==> config.mk <==
export PLATFORM = sky130hd
export DESIGN_NAME = spi_receiver
export DESIGN_NICKNAME = d
export VERILOG_FILES = /design/src/rtl/spi_receiver_pkg.sv /design/src/rtl/spi_receiver_edge_sampler.sv /design/src/rtl/spi_receiver.sv
export SDC_FILE = /design/constraint.sdc
export NUM_CORES = 1
export LEC_CHECK = 0
export ABC_AREA = 0
export CORE_ASPECT_RATIO = 1.4
export CORE_UTILIZATION = 46
export CTS_CLUSTER_SIZE = 16
export DETAILED_ROUTE_END_ITERATION = 10
export MAX_ROUTING_LAYER = met4
export PLACE_DENSITY = 0.79
export SYNTH_ARGS = -nofsm -noshare
export SYNTH_HDL_FRONTEND = slang
export SYNTH_HIERARCHICAL = 1
export SYNTH_SLANG_ARGS = --single-unit
==> constraint.sdc <==
create_clock -name clock -period 1.8 [get_ports clock]
set_input_delay 0.36 -clock clock [delete_from_list [all_inputs] [get_ports clock]]
set_output_delay 0.36 -clock clock [all_outputs]
set_load 0.02 [all_outputs]
==> src/rtl/spi_receiver_pkg.sv <==
// rtl/spi_receiver_pkg.sv - shared frame constants and FSM state type for the SD SPI command receiver
package spi_receiver_pkg;

    typedef enum logic [2:0] {
        ST_IDLE = 3'd0,
        ST_TX   = 3'd1,
        ST_CMD  = 3'd2,
        ST_ARG  = 3'd3,
        ST_CRC  = 3'd4,
        ST_END  = 3'd5
    } state_e;

    localparam int   CMD_W     = 6;
    localparam int   ARG_W     = 32;
    localparam int   CRC_W     = 7;
    localparam logic START_BIT = 1'b0;
    localparam logic TX_BIT    = 1'b1;
    localparam logic END_BIT   = 1'b1;

endpackage

==> src/rtl/spi_receiver_edge_sampler.sv <==
// rtl/spi_receiver_edge_sampler.sv - oversampled SPI_CLK rising-edge detector producing a one-cycle sample strobe
module spi_receiver_edge_sampler (
    input  logic clock,
    input  logic reset,
    input  logic spi_clk,
    input  logic spi_cs,
    output logic sample
);

    logic clk_q, clk_d;
    logic armed_q, armed_d;

    // armed_q stays low until SPI_CLK has been seen low, so a clock held high
    // across reset release cannot masquerade as a rising edge.
    always_comb begin
        clk_d   = spi_clk;
        armed_d = armed_q | ~spi_clk;
    end

    always_ff @(posedge clock or negedge reset) begin
        if (!reset) begin
            clk_q   <= 1'b0;
            armed_q <= 1'b0;
        end else begin
            clk_q   <= clk_d;
            armed_q <= armed_d;
        end
    end

    assign sample = spi_clk & ~clk_q & armed_q & ~spi_cs;

endmodule

==> src/rtl/spi_receiver.sv <==
// rtl/spi_receiver.sv - SD-card SPI-mode 48-bit command frame deframer (slave side)
module spi_receiver
    import spi_receiver_pkg::*;
(
    input  logic        clock,
    input  logic        reset,
    input  logic        io_SPI_CLK,
    input  logic        io_SPI_CS,
    input  logic        io_SPI_DI,
    output logic        io_SPI_DO,
    input  logic        io_DO,
    output logic        io_DI,
    output logic        io_CommandReadFinished,
    output logic        io_ArgumentReadFinished,
    output logic        io_ReadSuccess,
    output logic [5:0]  io_Command,
    output logic [31:0] io_CommandArgument,
    output logic [2:0]  io____state,
    output logic [2:0]  io____counter,
    output logic [7:0]  io____buffer
);

    logic        sample;
    state_e      state_q, state_d;
    logic [5:0]  bitcnt_q, bitcnt_d;
    logic [7:0]  buffer_q, buffer_d;
    logic [5:0]  command_q, command_d;
    logic [31:0] argument_q, argument_d;
    logic        cmd_done_q, cmd_done_d;
    logic        arg_done_q, arg_done_d;
    logic        success_q, success_d;

    spi_receiver_edge_sampler u_edge (
        .clock   (clock),
        .reset   (reset),
        .spi_clk (io_SPI_CLK),
        .spi_cs  (io_SPI_CS),
        .sample  (sample)
    );

    always_ff @(posedge clock or negedge reset) begin
        if (!reset) begin
            state_q    <= ST_IDLE;
            bitcnt_q   <= '0;
            buffer_q   <= 8'hFF;
            command_q  <= '0;
            argument_q <= '0;
            cmd_done_q <= 1'b0;
            arg_done_q <= 1'b0;
            success_q  <= 1'b0;
        end else begin
            state_q    <= state_d;
            bitcnt_q   <= bitcnt_d;
            buffer_q   <= buffer_d;
            command_q  <= command_d;
            argument_q <= argument_d;
            cmd_done_q <= cmd_done_d;
            arg_done_q <= arg_done_d;
            success_q  <= success_d;
        end
    end

    always_comb begin
        state_d    = state_q;
        bitcnt_d   = bitcnt_q;
        buffer_d   = buffer_q;
        command_d  = command_q;
        argument_d = argument_q;
        cmd_done_d = cmd_done_q;
        arg_done_d = arg_done_q;
        success_d  = success_q;
        // Deselect abandons frame progress but leaves the last results readable.
        if (io_SPI_CS) begin
            state_d  = ST_IDLE;
            bitcnt_d = '0;
        end else if (sample) begin
            buffer_d = {buffer_q[6:0], io_SPI_DI};
            case (state_q)
                ST_IDLE: begin
                    if (io_SPI_DI == START_BIT) begin
                        state_d    = ST_TX;
                        bitcnt_d   = '0;
                        cmd_done_d = 1'b0;
                        arg_done_d = 1'b0;
                        success_d  = 1'b0;
                        command_d  = '0;
                        argument_d = '0;
                    end
                end
                ST_TX: begin
                    bitcnt_d = '0;
                    state_d  = (io_SPI_DI == TX_BIT) ? ST_CMD : ST_IDLE;
                end
                ST_CMD: begin
                    command_d[bitcnt_q[2:0]] = io_SPI_DI;
                    if (bitcnt_q == 6'(CMD_W - 1)) begin
                        cmd_done_d = 1'b1;
                        state_d    = ST_ARG;
                        bitcnt_d   = '0;
                    end else begin
                        bitcnt_d = bitcnt_q + 6'd1;
                    end
                end
                ST_ARG: begin
                    argument_d[bitcnt_q[4:0]] = io_SPI_DI;
                    if (bitcnt_q == 6'(ARG_W - 1)) begin
                        arg_done_d = 1'b1;
                        state_d    = ST_CRC;
                        bitcnt_d   = '0;
                    end else begin
                        bitcnt_d = bitcnt_q + 6'd1;
                    end
                end
                ST_CRC: begin
                    if (bitcnt_q == 6'(CRC_W - 1)) begin
                        state_d  = ST_END;
                        bitcnt_d = '0;
                    end else begin
                        bitcnt_d = bitcnt_q + 6'd1;
                    end
                end
                ST_END: begin
                    if (io_SPI_DI == END_BIT) success_d = 1'b1;
                    state_d = ST_IDLE;
                end
                default: begin
                    state_d  = ST_IDLE;
                    bitcnt_d = '0;
                end
            endcase
        end
    end

    always_comb begin
        io_SPI_DO               = io_SPI_CS ? 1'b1 : io_DO;
        io_DI                   = io_SPI_DI;
        io_CommandReadFinished  = cmd_done_q;
        io_ArgumentReadFinished = arg_done_q;
        io_ReadSuccess          = success_q;
        io_Command              = command_q;
        io_CommandArgument      = argument_q;
        io____state             = state_q;
        io____counter           = bitcnt_q[2:0];
        io____buffer            = buffer_q;
    end

endmodule

# ---- Yosys cells after proc, flatten, opt, wreduce, memory -nomap -nowiden
# Cells that the tools add are included.
dict set report word_totals {
  reg_bits 60
  in_bits 6
  out_inout_bits 57
  wordCells 86
}
dict set report op_classes {
  addsub 1
  magnitude_cmp 4
  eq_ne 17
  mux 32
  bitwise 7
  reduce_logical 15
}
# operator count
set ops {}
lappend ops {{$pmux W32 S2} 1}
lappend ops {{$mux W6} 6}
lappend ops {{$bwmux W32} 1}
lappend ops {{$mux W32} 1}
lappend ops {{$pmux W6 S5} 1}
lappend ops {{$reduce_and A5 Y1} 4}
lappend ops {{$mux W3} 6}
lappend ops {{$pmux W3 S5} 1}
lappend ops {{$eq A6 B3 Y1 const B} 2}
lappend ops {{$ne A3 B3 Y1 const B} 4}
lappend ops {{$pmux W6 S2} 1}
lappend ops {{$ne A2 B2 Y1 const B} 5}
lappend ops {{$reduce_and A4 Y1} 2}
lappend ops {{$reduce_bool A2 Y1} 4}
lappend ops {{$mux W1} 7}
lappend ops {{$add A6 B1 Y6 const B} 1}
lappend ops {{$bwmux W6} 1}
lappend ops {{$eq A3 B2 Y1 const B} 2}
lappend ops {{$eq A3 B3 Y1 const B} 2}
lappend ops {{$eq A6 B5 Y1 const B} 1}
lappend ops {{$lt A5 B6 Y1 const B} 1}
lappend ops {{$pmux W1 S2} 3}
lappend ops {{$demux W1 S5} 1}
lappend ops {{$ge A5 B1 Y1 const B} 1}
lappend ops {{12 further kinds} 17}

# ---- Longest topological paths before layout
# Gate-level depths: netlist (run 1).
dict set report logic_depth {
  word_depth 6
  depth_mapped 8
  ltp_nobuf 6
}

# ---- Hierarchy
# The synthesis (run 1) kept the hierarchy.
# mod n_inst cells_per_inst area_per_inst_um2 seq_area_each_um2
set by_module_without_submodules {}
lappend by_module_without_submodules {spi_receiver 1 322 3014.1 1461.4}
lappend by_module_without_submodules {spi_receiver_edge_sampler 1 4 68.8 50.0}

# ---- Least setup slack after synthesis (run 1)
# No wires, ideal clock.
dict set report synth_path {
  kind {reg2reg}
  start {register bitcnt_q[0]}
  end {register bitcnt_q[5]}
  setup_time_ps 92
  arrival_ps 1849
  required_ps 1708
  setup_slack_ps -141
  stages_incl_launch_ff 9
  n_path_buf 2
  synth_period_minus_slack_ps 1941
  path_cell_list {dfrtp_1 -> clkbuf_1 -> inv_1 -> ha_1 -> clkbuf_1 -> a31o_1 -> o21ai_1 -> nand2_2 -> o31ai_2}
}
dict set report synth_between {
  elab_chain_len 5
  elab_cells_between_ends 10
  cone_classes {add/sub (1); eq/ne (3); mux (6)}
}
# item line
set synth_lines {}
lappend synth_lines {{start, declared} spi_receiver.sv:25} ;# logic [5:0] bitcnt_q, bitcnt_d;
lappend synth_lines {{start signal, assigned} spi_receiver.sv:53} ;# bitcnt_q <= bitcnt_d;
lappend synth_lines {{$add A6 B1 Y6 (tied with other cells)} {spi_receiver.sv:101, spi_receiver.sv:111, spi_receiver.sv:119}}
lappend synth_lines {{$mux W6 (on tied branches)} {spi_receiver.sv:115, spi_receiver.sv:96, spi_receiver.sv:106}}
lappend synth_lines {{$pmux W6 S5 (*)} spi_receiver.sv:78} ;# case (state_q)
lappend synth_lines {{$mux W6 (*)} spi_receiver.sv:76} ;# end else if (sample) begin
lappend synth_lines {{$mux W6 (*)} spi_receiver.sv:73} ;# if (io_SPI_CS) begin
# Every way passes the cells marked *; elsewhere a longest branch is shown, timed or not. The select of a mux whose other input is x is not followed.
# A chain may end at the register's enable or synchronous reset.

# ---- Final worst setup path (run 1)
dict set report layout_path {
  start {register u_edge.clk_q}
  end {register bitcnt_q[5]}
}
dict set report layout_between {
  elab_chain_len 6
}
# item line
set layout_lines {}
lappend layout_lines {{start, declared} spi_receiver_edge_sampler.sv:10} ;# logic clk_q, clk_d;
lappend layout_lines {{start signal, assigned} spi_receiver_edge_sampler.sv:25} ;# clk_q <= clk_d;
lappend layout_lines {{$not A1 Y1} spi_receiver_edge_sampler.sv:30} ;# assign sample = spi_clk & ~clk_q & armed_q & ~spi_cs;
lappend layout_lines {{$and A1 B1 Y1 (3 in a row)} spi_receiver_edge_sampler.sv:30}
lappend layout_lines {{named net sample} spi_receiver.sv:23} ;# logic sample;
lappend layout_lines {{$reduce_bool A2 Y1 (no source line)} --}
lappend layout_lines {{$reduce_and A3 Y1 (no source line)} --}
# The timed path passes the listed nets, and every way through them passes these cells.

==> impl_metrics.py, run 1 <==
metrics = {
    "min_path": {
        "hold_path_class": "in2async",
    },
    "run": {
        "max_cap_viol_count": 0,
    },
    "routing": {
        "wl_met1_um": 3360,
        "vias": 2909,
        "dr_wl_met3_um": 385,
        "drtIter0Drc": 324,
        "drc_errors": 6,
        "top_layer": "met4",
        "drtAntennaViolNets": 0,
        "drt-total-wl_um": 8250,
        "viasPerCell": 5.85,
        "routed-wl-met2_um": 4210,
        "routedWlPerCell_um": 16.6,
        "dr.pass1.iters": 9,
    },
    "floorplan": {
        "core_area_um2": 6340,
        "dieArea_um2": 7040,
        "die_h_um": 98.9,
        "rows": 34,
        "io_pins": 63,
        "die_x_um": 71.2,
        "start_util_pct": 48.6,
    },
    "yosys": {
        "ys.warnings.count": 6,
        "synth_edf_count": 0,
        "synth-main-ff-cell": "dfrtp_1",
        "ys_seq_elements": 60,
        "yosysUniqueCellTypes": 57,
        "synthDominantCellAreaShare_pct": 42.2,
        "synth_nets": 336,
        "syn-cell-area_um2": 3080,
        "synthCells": 326,
        "ys_seq_area_share_pct": 49.0,
        "async_flop_share_pct": 100,
        "synth_top_area_cell": "dfrtp_1",
        "synth_area_per_cell_um2": 9.46,
        "synthTopCellsByArea": "dfrtp_1, o21ai_0, a21oi_1, dfstp_2, mux2_2",
    },
    "placement": {
        "dpl_cell_area_um2": 3990,
        "routabilityCongestion": 0.882,
        "hpwlAfterDp_um": 5720,
        "port_buffers": 62,
        "place_inst": 475,
        "pre_cts_slack_ns": -0.417,
    },
    "timing": {
        "clock_skew_ns": 0.00837,
        "fin_crit_ns": 1.77,
        "tns_ns": 0,
        "max_freq_mhz": 566,
        "whs_ns": 0.0256,
        "fin_crit_sh_pct": 98.2,
        "setup_viol": 0,
        "grt_setup_unrepaired": "yes",
        "worstMarginPinSlew_ns": 0.455,
        "final-hold-violation-count": 0,
        "drv_slew": 0,
        "relSlewSlack_pct": 69.6,
        "setup_ws_ns": 0.0318,
    },
    "power": {
        "leakage_nw": 1.91,
        "finalPower_mw": 2.94,
        "p_per_area_nw_per_um2": 686,
        "peakVddDrop_mv": 0.546,
    },
    "global_routing": {
        "grt_pass1_wl_um": 13500,
        "grt_pass1_vias": 2831,
        "grt_util_all_layers_pct": 25.5,
        "antenna_found_initial": 0,
        "overflow": 0,
        "grt_max_degree": 34,
    },
    "layout": {
        "final_cell_mix": "o21ai_0, dfrtp_1, buf_4, clkdlybuf4s50_1, a21oi_1",
        "instances_no_fill": 497,
        "postLayoutCoreUtil_pct": 67.6,
        "diodes": 0,
        "drive_gt1_share_pct": 28.0,
        "fin_area_um2": 4290,
        "area_delta_synth_final_pct": 39.0,
        "final_common_cell": "o21ai_0",
        "finalNetCount": 430,
    },
    "setup_path": {
        "critPathMaxStageDelay_ns": 0.38,
        "worstPathArrival_ns": 2.00,
        "endpoint_kind": "flip-flop",
        "crit_path_start": "u_edge/clk_q",
        "slowest_stage": "or3_4",
        "path_class": "reg2reg",
        "crit_family": "simple AND/OR/NAND/NOR gates",
        "path_max_fanout": 3,
        "r2r_start": "u_edge/clk_q",
        "cp.required_ns": 2.03,
        "crit_path_start_kind": "flip-flop",
        "cp_num_buf_inv": 2,
        "path_cells": "and4bb_1 > buf_4 > inv_2 > a221o_1 > or3_4 > nand4_1 > o31ai_2",
    },
    "clock_tree": {
        "clk_pin_slew_worst_paths_ns": 0.07,
        "cts_tree": "done",
        "cts_max_path_buffers": 2,
        "h-tree-depth": 3,
        "cts_root_buf": "clkbuf_8",
        "clock-sinks": 60,
        "numCtsBuffers": 9,
        "insertion_delay_ns": 0.35,
    },
    "outcome": {
        "status": "finished, violations left",
        "violations": "DRC",
    },
}
timing repair:
item / 4_1_cts / 5_1_grt
setup endpoints to repair: 29 / 39
gates resized for setup: 26 / 32
pin swaps: 8 / 14
setup buffers: 5 / 2
hold buffers: 0 / 0
cell families (layout without fill, tap and decap cells):
| family | after synthesis | after routing | share of synthesized area (%) |
|---|---|---|---|
| adders and majority gates | 4 | 4 | 1.62 |
| and+or+nand+nor | 80 | 80 | 15.1 |
| muxes | 10 | 10 | 3.61 |
| AOI/OAI and AO/OA | 139 | 139 | 25.2 |
| DFF | 60 | 60 | 49.0 |
| buffers and inverters | 33 | 132 | 5.44 |
registers in the layout, indices dropped and copies added, names as in the netlist:
| name | flops |
|---|---|
| u_edge/armed_q | 1 |
| io_ArgumentReadFinished | 1 |
| io_CommandArgument | 32 |
| io_Command | 6 |
| io____buffer | 8 |
| io_CommandReadFinished | 1 |
| io____state | 3 |
| bitcnt_q | 6 |
| u_edge/clk_q | 1 |
| io_ReadSuccess | 1 |
power by group:
part           leakage, nW  total [mW]  internal, mW  switching [mW]
combinational         1.02       0.304         0.134           0.170
clock               0.0931        1.18         0.633           0.548
sequential           0.793        1.46          1.43          0.0307
routing by layer:
layer  track usage [%]  vias to the layer above
li1                  -                     1372
met1              28.6                     1389
met2              41.8                      116
met3              4.91                       32
met4              15.1                        0
met5                 -                        -
cells in the mapped netlist, types with 2 or more instances:
master / instances
a21oi_1: 43
a31oi_1: 2
a32o_1: 2
and2_1: 2
buf_1: 2
buf_2: 2
buf_4: 7
buf_6: 2
clkbuf_1: 14
dfrtp_1: 52
dfstp_2: 8
ha_1: 4
inv_1: 6
mux2_2: 9
nand2_1: 21
nand2b_1: 4
nand3_1: 6
nand4_1: 3
nand4b_1: 2
nor2_1: 11
nor2b_1: 3
nor3_1: 4
nor3b_1: 2
nor4_1: 2
o211ai_1: 2
o21ai_0: 72
o21ai_1: 3
o22ai_1: 2
o31ai_1: 2
o31ai_2: 2
or2_2: 3
or3_1: 2
layout make-up:
cell class,count,area (um2)
inverters,6,22.5
fillers,479,2050
clock inverters,5,52.6
multi-input cells,233,1490
repair buffers,110,986
clock buffers,11,131
flip-flops and latches,60,1520
well taps,72,90.1
worst paths after layout:
check	to	slack, ns	cells past startpoint
min reg2reg	u_edge/armed_q	0.46	1
max reg2reg	bitcnt_q[5]	0.03	7
min	io_CommandArgument[29]	0.03	2
max	bitcnt_q[5]	0.03	7
min in group clock	u_edge/clk_q	0.28	1
max in group asynchronous	io____buffer[7]	1.45	2
worst reg2reg max path, stage by stage (launching register included):
cell and delay [ns]:
dfrtp_1 0.36, and4bb_1 0.28, buf_4 0.13, inv_2 0.04, a221o_1 0.27, or3_4 0.38, nand4_1 0.12, o31ai_2 0.08
Power figures use the tool's default switching activity.
==> run 2, diff against run 1 <==
--- a/config.mk
+++ b/config.mk
@@ -7,11 +7,11 @@
 export LEC_CHECK = 0
 export ABC_AREA = 0
 export CORE_ASPECT_RATIO = 1.4
-export CORE_UTILIZATION = 46
+export CORE_UTILIZATION = 45
 export CTS_CLUSTER_SIZE = 16
 export DETAILED_ROUTE_END_ITERATION = 10
 export MAX_ROUTING_LAYER = met4
-export PLACE_DENSITY = 0.79
+export PLACE_DENSITY = 0.77
 export SYNTH_ARGS = -nofsm -noshare
 export SYNTH_HDL_FRONTEND = slang
 export SYNTH_HIERARCHICAL = 1
==> impl_metrics.py, run 2 (synthesized netlist as in run 1, its figures left out) <==
metrics = {
    "power": {
        "p_per_area_nw_per_um2": 660,
        "leakage_nw": 1.90,
        "peakVddDrop_mv": 0.469,
        "finalPower_mw": 2.84,
    },
    "layout": {
        "final_cell_mix": "o21ai_0, dfrtp_1, clkdlybuf4s50_1, buf_4, a21oi_1",
        "drive_gt1_share_pct": 27.1,
        "largest_register_ffs": 32,
        "postLayoutCoreUtil_pct": 65.2,
        "final_common_cell": "o21ai_0",
        "finalNetCount": 431,
        "diodes": 0,
        "instances_no_fill": 517,
        "area_delta_synth_final_pct": 39.8,
    },
    "clock_tree": {
        "cts_root_buf": "clkbuf_8",
        "cts_max_path_buffers": 2,
        "cts_tree": "done",
        "clk_pin_slew_worst_paths_ns": 0.06,
        "clock-sinks": 60,
        "insertion_delay_ns": 0.35,
        "h-tree-depth": 3,
        "numCtsBuffers": 9,
    },
    "setup_path": {
        "endpoint_kind": "flip-flop",
        "crit_family": "simple AND/OR/NAND/NOR gates",
        "slowest_stage": "or4_4",
        "path_cells": "and4bb_1 > nand2b_1 > or4_4 > buf_4 > o21ai_2 > o41ai_4",
        "crit_path_start_kind": "flip-flop",
        "path_max_fanout": 4,
        "cp.required_ns": 2.03,
        "worstPathArrival_ns": 2.02,
        "critPathMaxStageDelay_ns": 0.51,
        "path_class": "reg2reg",
        "cp_num_buf_inv": 1,
    },
    "timing": {
        "grt_setup_unrepaired": "yes",
        "whs_ns": 0.285,
        "setup_viol": 0,
        "worstMarginPinSlew_ns": 0.503,
        "fin_crit_sh_pct": 99.4,
        "drv_slew": 0,
        "clock_skew_ns": 0.00973,
        "relSlewSlack_pct": 66.2,
        "fin_crit_ns": 1.79,
        "max_freq_mhz": 559,
        "setup_ws_ns": 0.0100,
        "final-hold-violation-count": 0,
    },
    "placement": {
        "port_buffers": 62,
        "pre_cts_slack_ns": -0.440,
        "place_inst": 496,
        "hpwlAfterDp_um": 5800,
        "routabilityCongestion": 0.926,
    },
    "run": {
        "max_cap_viol_count": 0,
    },
    "global_routing": {
        "grt_max_degree": 43,
        "grt_pass1_vias": 2865,
        "overflow": 0,
        "grt_pass1_wl_um": 13900,
        "grt_util_all_layers_pct": 25.9,
        "antenna_found_initial": 0,
    },
    "floorplan": {
        "die_h_um": 99.9,
        "io_pins": 63,
        "die_x_um": 72.0,
        "dieArea_um2": 7190,
        "core_area_um2": 6610,
        "rows": 35,
        "start_util_pct": 46.6,
    },
    "routing": {
        "drc_errors": 0,
        "drtAntennaViolNets": 0,
        "viasPerCell": 5.69,
        "drtIter0Drc": 264,
        "drt-total-wl_um": 8470,
        "vias": 2943,
        "dr.pass1.iters": 5,
        "routedWlPerCell_um": 16.4,
    },
    "min_path": {
        "hold_path_class": "in2reg",
    },
    "outcome": {
        "status": "completed",
    },
}
## run 2: worst register-to-register path, delay by kind of cell (launching register included)
family / cells / cell delay, ns
buffers and inverters: 1 / 0.17
flip-flops: 1 / 0.36
AO/OA/AOI/OAI: 2 / 0.28
AND/OR/NAND/NOR: 3 / 0.85
## run 2: through the flow
step	setup TNS, ns	cell area [um2]
2_1_floorplan	-0.0205	3090
3_3_place_gp	-14.07	4030
3_5_place_dp	-16.96	4030
4_1_cts	-0.0906	4240
5_1_grt	-0.278	4310
6_report	0	4310
## run 2: final timing paths
path                                start                     end  slack (ns)  cells after the start
setup / recovery             u_edge/clk_q           io_Command[0]        0.01                      6
hold / removal                 io_SPI_CLK            u_edge/clk_q        0.28                      1
setup reg to reg             u_edge/clk_q           io_Command[0]        0.01                      6
hold reg to reg            u_edge/armed_q          u_edge/armed_q        0.46                      1
max in group asynchronous           reset         io____buffer[3]        0.66                      3
min in group asynchronous           reset  io_CommandArgument[29]        0.49                      2
## run 2: area by class of cell
cell class / count / area [um2]
clock inverters: 2 / 10.0
inverters: 6 / 22.5
repair buffers: 111 / 1010
clock buffers: 13 / 159
flip-flops and latches: 60 / 1520
fillers: 555 / 2300
multi-input cells: 233 / 1480
well taps: 92 / 115
## run 2: power breakdown
part           switching (mW)  internal [mW]
clock network           0.519          0.563
logic                   0.168          0.132
registers              0.0326           1.43
## run 2: timing repair
action                     in CTS  in global routing
setup buffers                   5                  1
gates resized for setup        27                 27
setup endpoints to repair      45                 35
hold endpoints to repair       18                  0
pin swaps                       7                 10
hold buffers                    1                  0
## run 2: metal layers
metal / GRT usage, % / up-vias / share of wire (%)
met5: - / - / 0
li1: - / 1367 / -
met4: 15.8 / 0 / 4.3
met1: 29.9 / 1428 / 40
met3: 4.22 / 36 / 4.2
met2: 41.9 / 112 / 52
==> edit (flow settings as in run 2) <==
Register the inputs `io_SPI_CS`, `io_SPI_DI` and `io_DO` before use, without a reset. The logic sees them one clock later.
--- a/src/rtl/spi_receiver.sv
+++ b/src/rtl/spi_receiver.sv
@@ -22,2 +22,12 @@
 
+    logic io_SPI_CS_q;
+    logic io_SPI_DI_q;
+    logic io_DO_q;
+
+    always_ff @(posedge clock) begin
+        io_SPI_CS_q <= io_SPI_CS;
+        io_SPI_DI_q <= io_SPI_DI;
+        io_DO_q     <= io_DO;
+    end
+
     logic        sample;
@@ -36,3 +46,3 @@
         .spi_clk (io_SPI_CLK),
-        .spi_cs  (io_SPI_CS),
+        .spi_cs  (io_SPI_CS_q),
         .sample  (sample)
@@ -72,3 +82,3 @@
         // Deselect abandons frame progress but leaves the last results readable.
-        if (io_SPI_CS) begin
+        if (io_SPI_CS_q) begin
             state_d  = ST_IDLE;
@@ -76,6 +86,6 @@
         end else if (sample) begin
-            buffer_d = {buffer_q[6:0], io_SPI_DI};
+            buffer_d = {buffer_q[6:0], io_SPI_DI_q};
             case (state_q)
                 ST_IDLE: begin
-                    if (io_SPI_DI == START_BIT) begin
+                    if (io_SPI_DI_q == START_BIT) begin
                         state_d    = ST_TX;
@@ -91,6 +101,6 @@
                     bitcnt_d = '0;
-                    state_d  = (io_SPI_DI == TX_BIT) ? ST_CMD : ST_IDLE;
+                    state_d  = (io_SPI_DI_q == TX_BIT) ? ST_CMD : ST_IDLE;
                 end
                 ST_CMD: begin
-                    command_d[bitcnt_q[2:0]] = io_SPI_DI;
+                    command_d[bitcnt_q[2:0]] = io_SPI_DI_q;
                     if (bitcnt_q == 6'(CMD_W - 1)) begin
@@ -104,3 +114,3 @@
                 ST_ARG: begin
-                    argument_d[bitcnt_q[4:0]] = io_SPI_DI;
+                    argument_d[bitcnt_q[4:0]] = io_SPI_DI_q;
                     if (bitcnt_q == 6'(ARG_W - 1)) begin
@@ -122,3 +132,3 @@
                 ST_END: begin
-                    if (io_SPI_DI == END_BIT) success_d = 1'b1;
+                    if (io_SPI_DI_q == END_BIT) success_d = 1'b1;
                     state_d = ST_IDLE;
@@ -134,4 +144,4 @@
     always_comb begin
-        io_SPI_DO               = io_SPI_CS ? 1'b1 : io_DO;
-        io_DI                   = io_SPI_DI;
+        io_SPI_DO               = io_SPI_CS_q ? 1'b1 : io_DO_q;
+        io_DI                   = io_SPI_DI_q;
         io_CommandReadFinished  = cmd_done_q;
Formal check against the unedited RTL: not equivalent (Yosys sat finds a counterexample within 4 cycles, from zero or initial values and one cycle with reset low).
==> edit against run 2 <==
- the flow now finishes with violations (setup timing)
- setup slack worse by 0.053 ns
- hold slack worse by 0.0038 ns
- routed wire length is 9.3% higher
- total power is 14% higher
- clock power is 29% higher
- sequential cell count is 3 higher
- critical path depth stayed put
- die area is 1.7% higher
- count of clock-buffer cells in the layout is 2 lower
- cell area is 8.4% higher
- global-route usage is 0.092 points higher
- first-iteration DRC count is 41% higher
- area after synthesis is 1.7% higher
==> edit: results <==
group,metric,value,unit
logic_synthesis,synth-seq-area-share,50.1,%
place,post-place-ws,-0.456,ns
global_route,grt_max_degree,47,
finish,nNetsFinal,438,
critical_path,startpoint_type,"flop",
global_route,grt_util_met3,4.70,%
place,dp_hpwl,5.74,mm
sta,slew_headroom,69.8,%
global_route,grt_first_pass_wirelength,14.2,mm
power_and_ir_drop,p_leak,2.05,nW
sta,whs,0.281,ns
logic_synthesis,postSynth.asyncResetShare,95.2,%
clock_tree,clk_pin_slew,0.07,ns
critical_path,r2r_start,"io____state[0]",
logic_synthesis,ys_top_cells_by_count,"o21ai_0 (72), dfrtp_1 (52), a21oi_1 (43)",
route,drt_iter0_drc,372,
sta,tns,-0.0694,ns
finish,n_fill_cell,516,
route,dr.pass1.iters,4,
finish,drive_gt1_share,34.9,%
route,wl_met2,4.87,mm
sta,setup_viol,3,
logic_synthesis,synth_area_leaders,"dfrtp_1 (42%), o21ai_0 (11%), a21oi_1 (6.9%)",
sta,clock_skew,0.0106,ns
global_route,grt_util_met1,29.9,%
logic_synthesis,synth_cell_types,58,
logic_synthesis,synth_flop_cell,"dfrtp_1",
global_route,grt_pass1_vias,2938,
place,place_congestion,0.887,
outcome,status,"finished, violations left",
power_and_ir_drop,peakVddDrop,0.000736,V
logic_synthesis,ys_warn_count,6,
route,routed_wl,9.26,mm
global_route,gr-usage-met2,43.7,%
min_path,min_path_type,"in -> reg",
clock_tree,h-tree-depth,3,
logic_synthesis,synth_nets,338,
route,vias_per_cell,5.74,
power_and_ir_drop,p_sw,0.000786,W
finish,largest_register_ffs,32,
critical_path,cp_max_fo,15,
power_and_ir_drop,power.density,692,nW/um^2
global_route,grt_usage,26.0,%
critical_path,arrival,2.10,ns
outcome,violations,"setup timing",
critical_path,r2r_end,"io_Command[3]",
route,wl_met3,451,um
place,placed_cell_area,4100,um^2
sta,fin_ws,-0.0430,ns
route,wl_met1,3.69,mm
edit: cell count changes after synthesis, sizes merged:
cell	change
buf	-1
dfxtp	+3
edit: cell type report:
| type | instances | area share [%] |
|---|---|---|
| multi-input combinational | 233 | 35.4 |
| sequential | 63 | 33.7 |
| timing repair buffer | 115 | 23.2 |
| clock buffer | 11 | 3.03 |
| tap | 92 | 2.46 |
| clock inverter | 5 | 1.74 |
| inverter | 6 | 0.482 |
edit: worst max-delay path: stages (launching register included):
cell and delay, ns:
dfrtp_2 0.46, buf_4 0.22, or4_4 0.56, nor2_4 0.15
nand2_4 0.08, buf_6 0.13, o31ai_4 0.15
edit: power by group through the flow:
stage | clock (W) | combinational, W | sequential, W
2_1_floorplan | 0 | 0.0000809 | 0.00162
3_3_place_gp | 0 | 0.000317 | 0.00156
3_5_place_dp | 0 | 0.000323 | 0.00156
4_1_cts | 0.00139 | 0.000302 | 0.00153
5_1_grt | 0.00146 | 0.000333 | 0.00154
6_report | 0.00139 | 0.000309 | 0.00153
edit: kinds of logic after synthesis:
kind of cell,Yosys count,share of synthesized area [%]
AOI/OAI and AO/OA,139,24.8
and+or+nand+nor,80,14.8
DFF,63,50.1
buffers and inverters,32,5.11
muxes,10,3.55
adders and majority gates,4,1.60
edit: per-stage QoR:
| stage | instances | total power (W) |
|---|---|---|
| floorplan | 328 | 0.00170 |
| global placement | 498 | 0.00187 |
| detailed placement | 498 | 0.00188 |
| CTS | 523 | 0.00323 |
| global route | 525 | 0.00333 |
| finish | 525 | 0.00323 |
edit: repair_timing:
action	CTS	global route
gates cloned	0	3
setup endpoints to repair	55	47
hold buffers	1	0
resized for setup	30	118
setup buffers	8	1
hold endpoints to repair	14	0
pin swaps	7	13
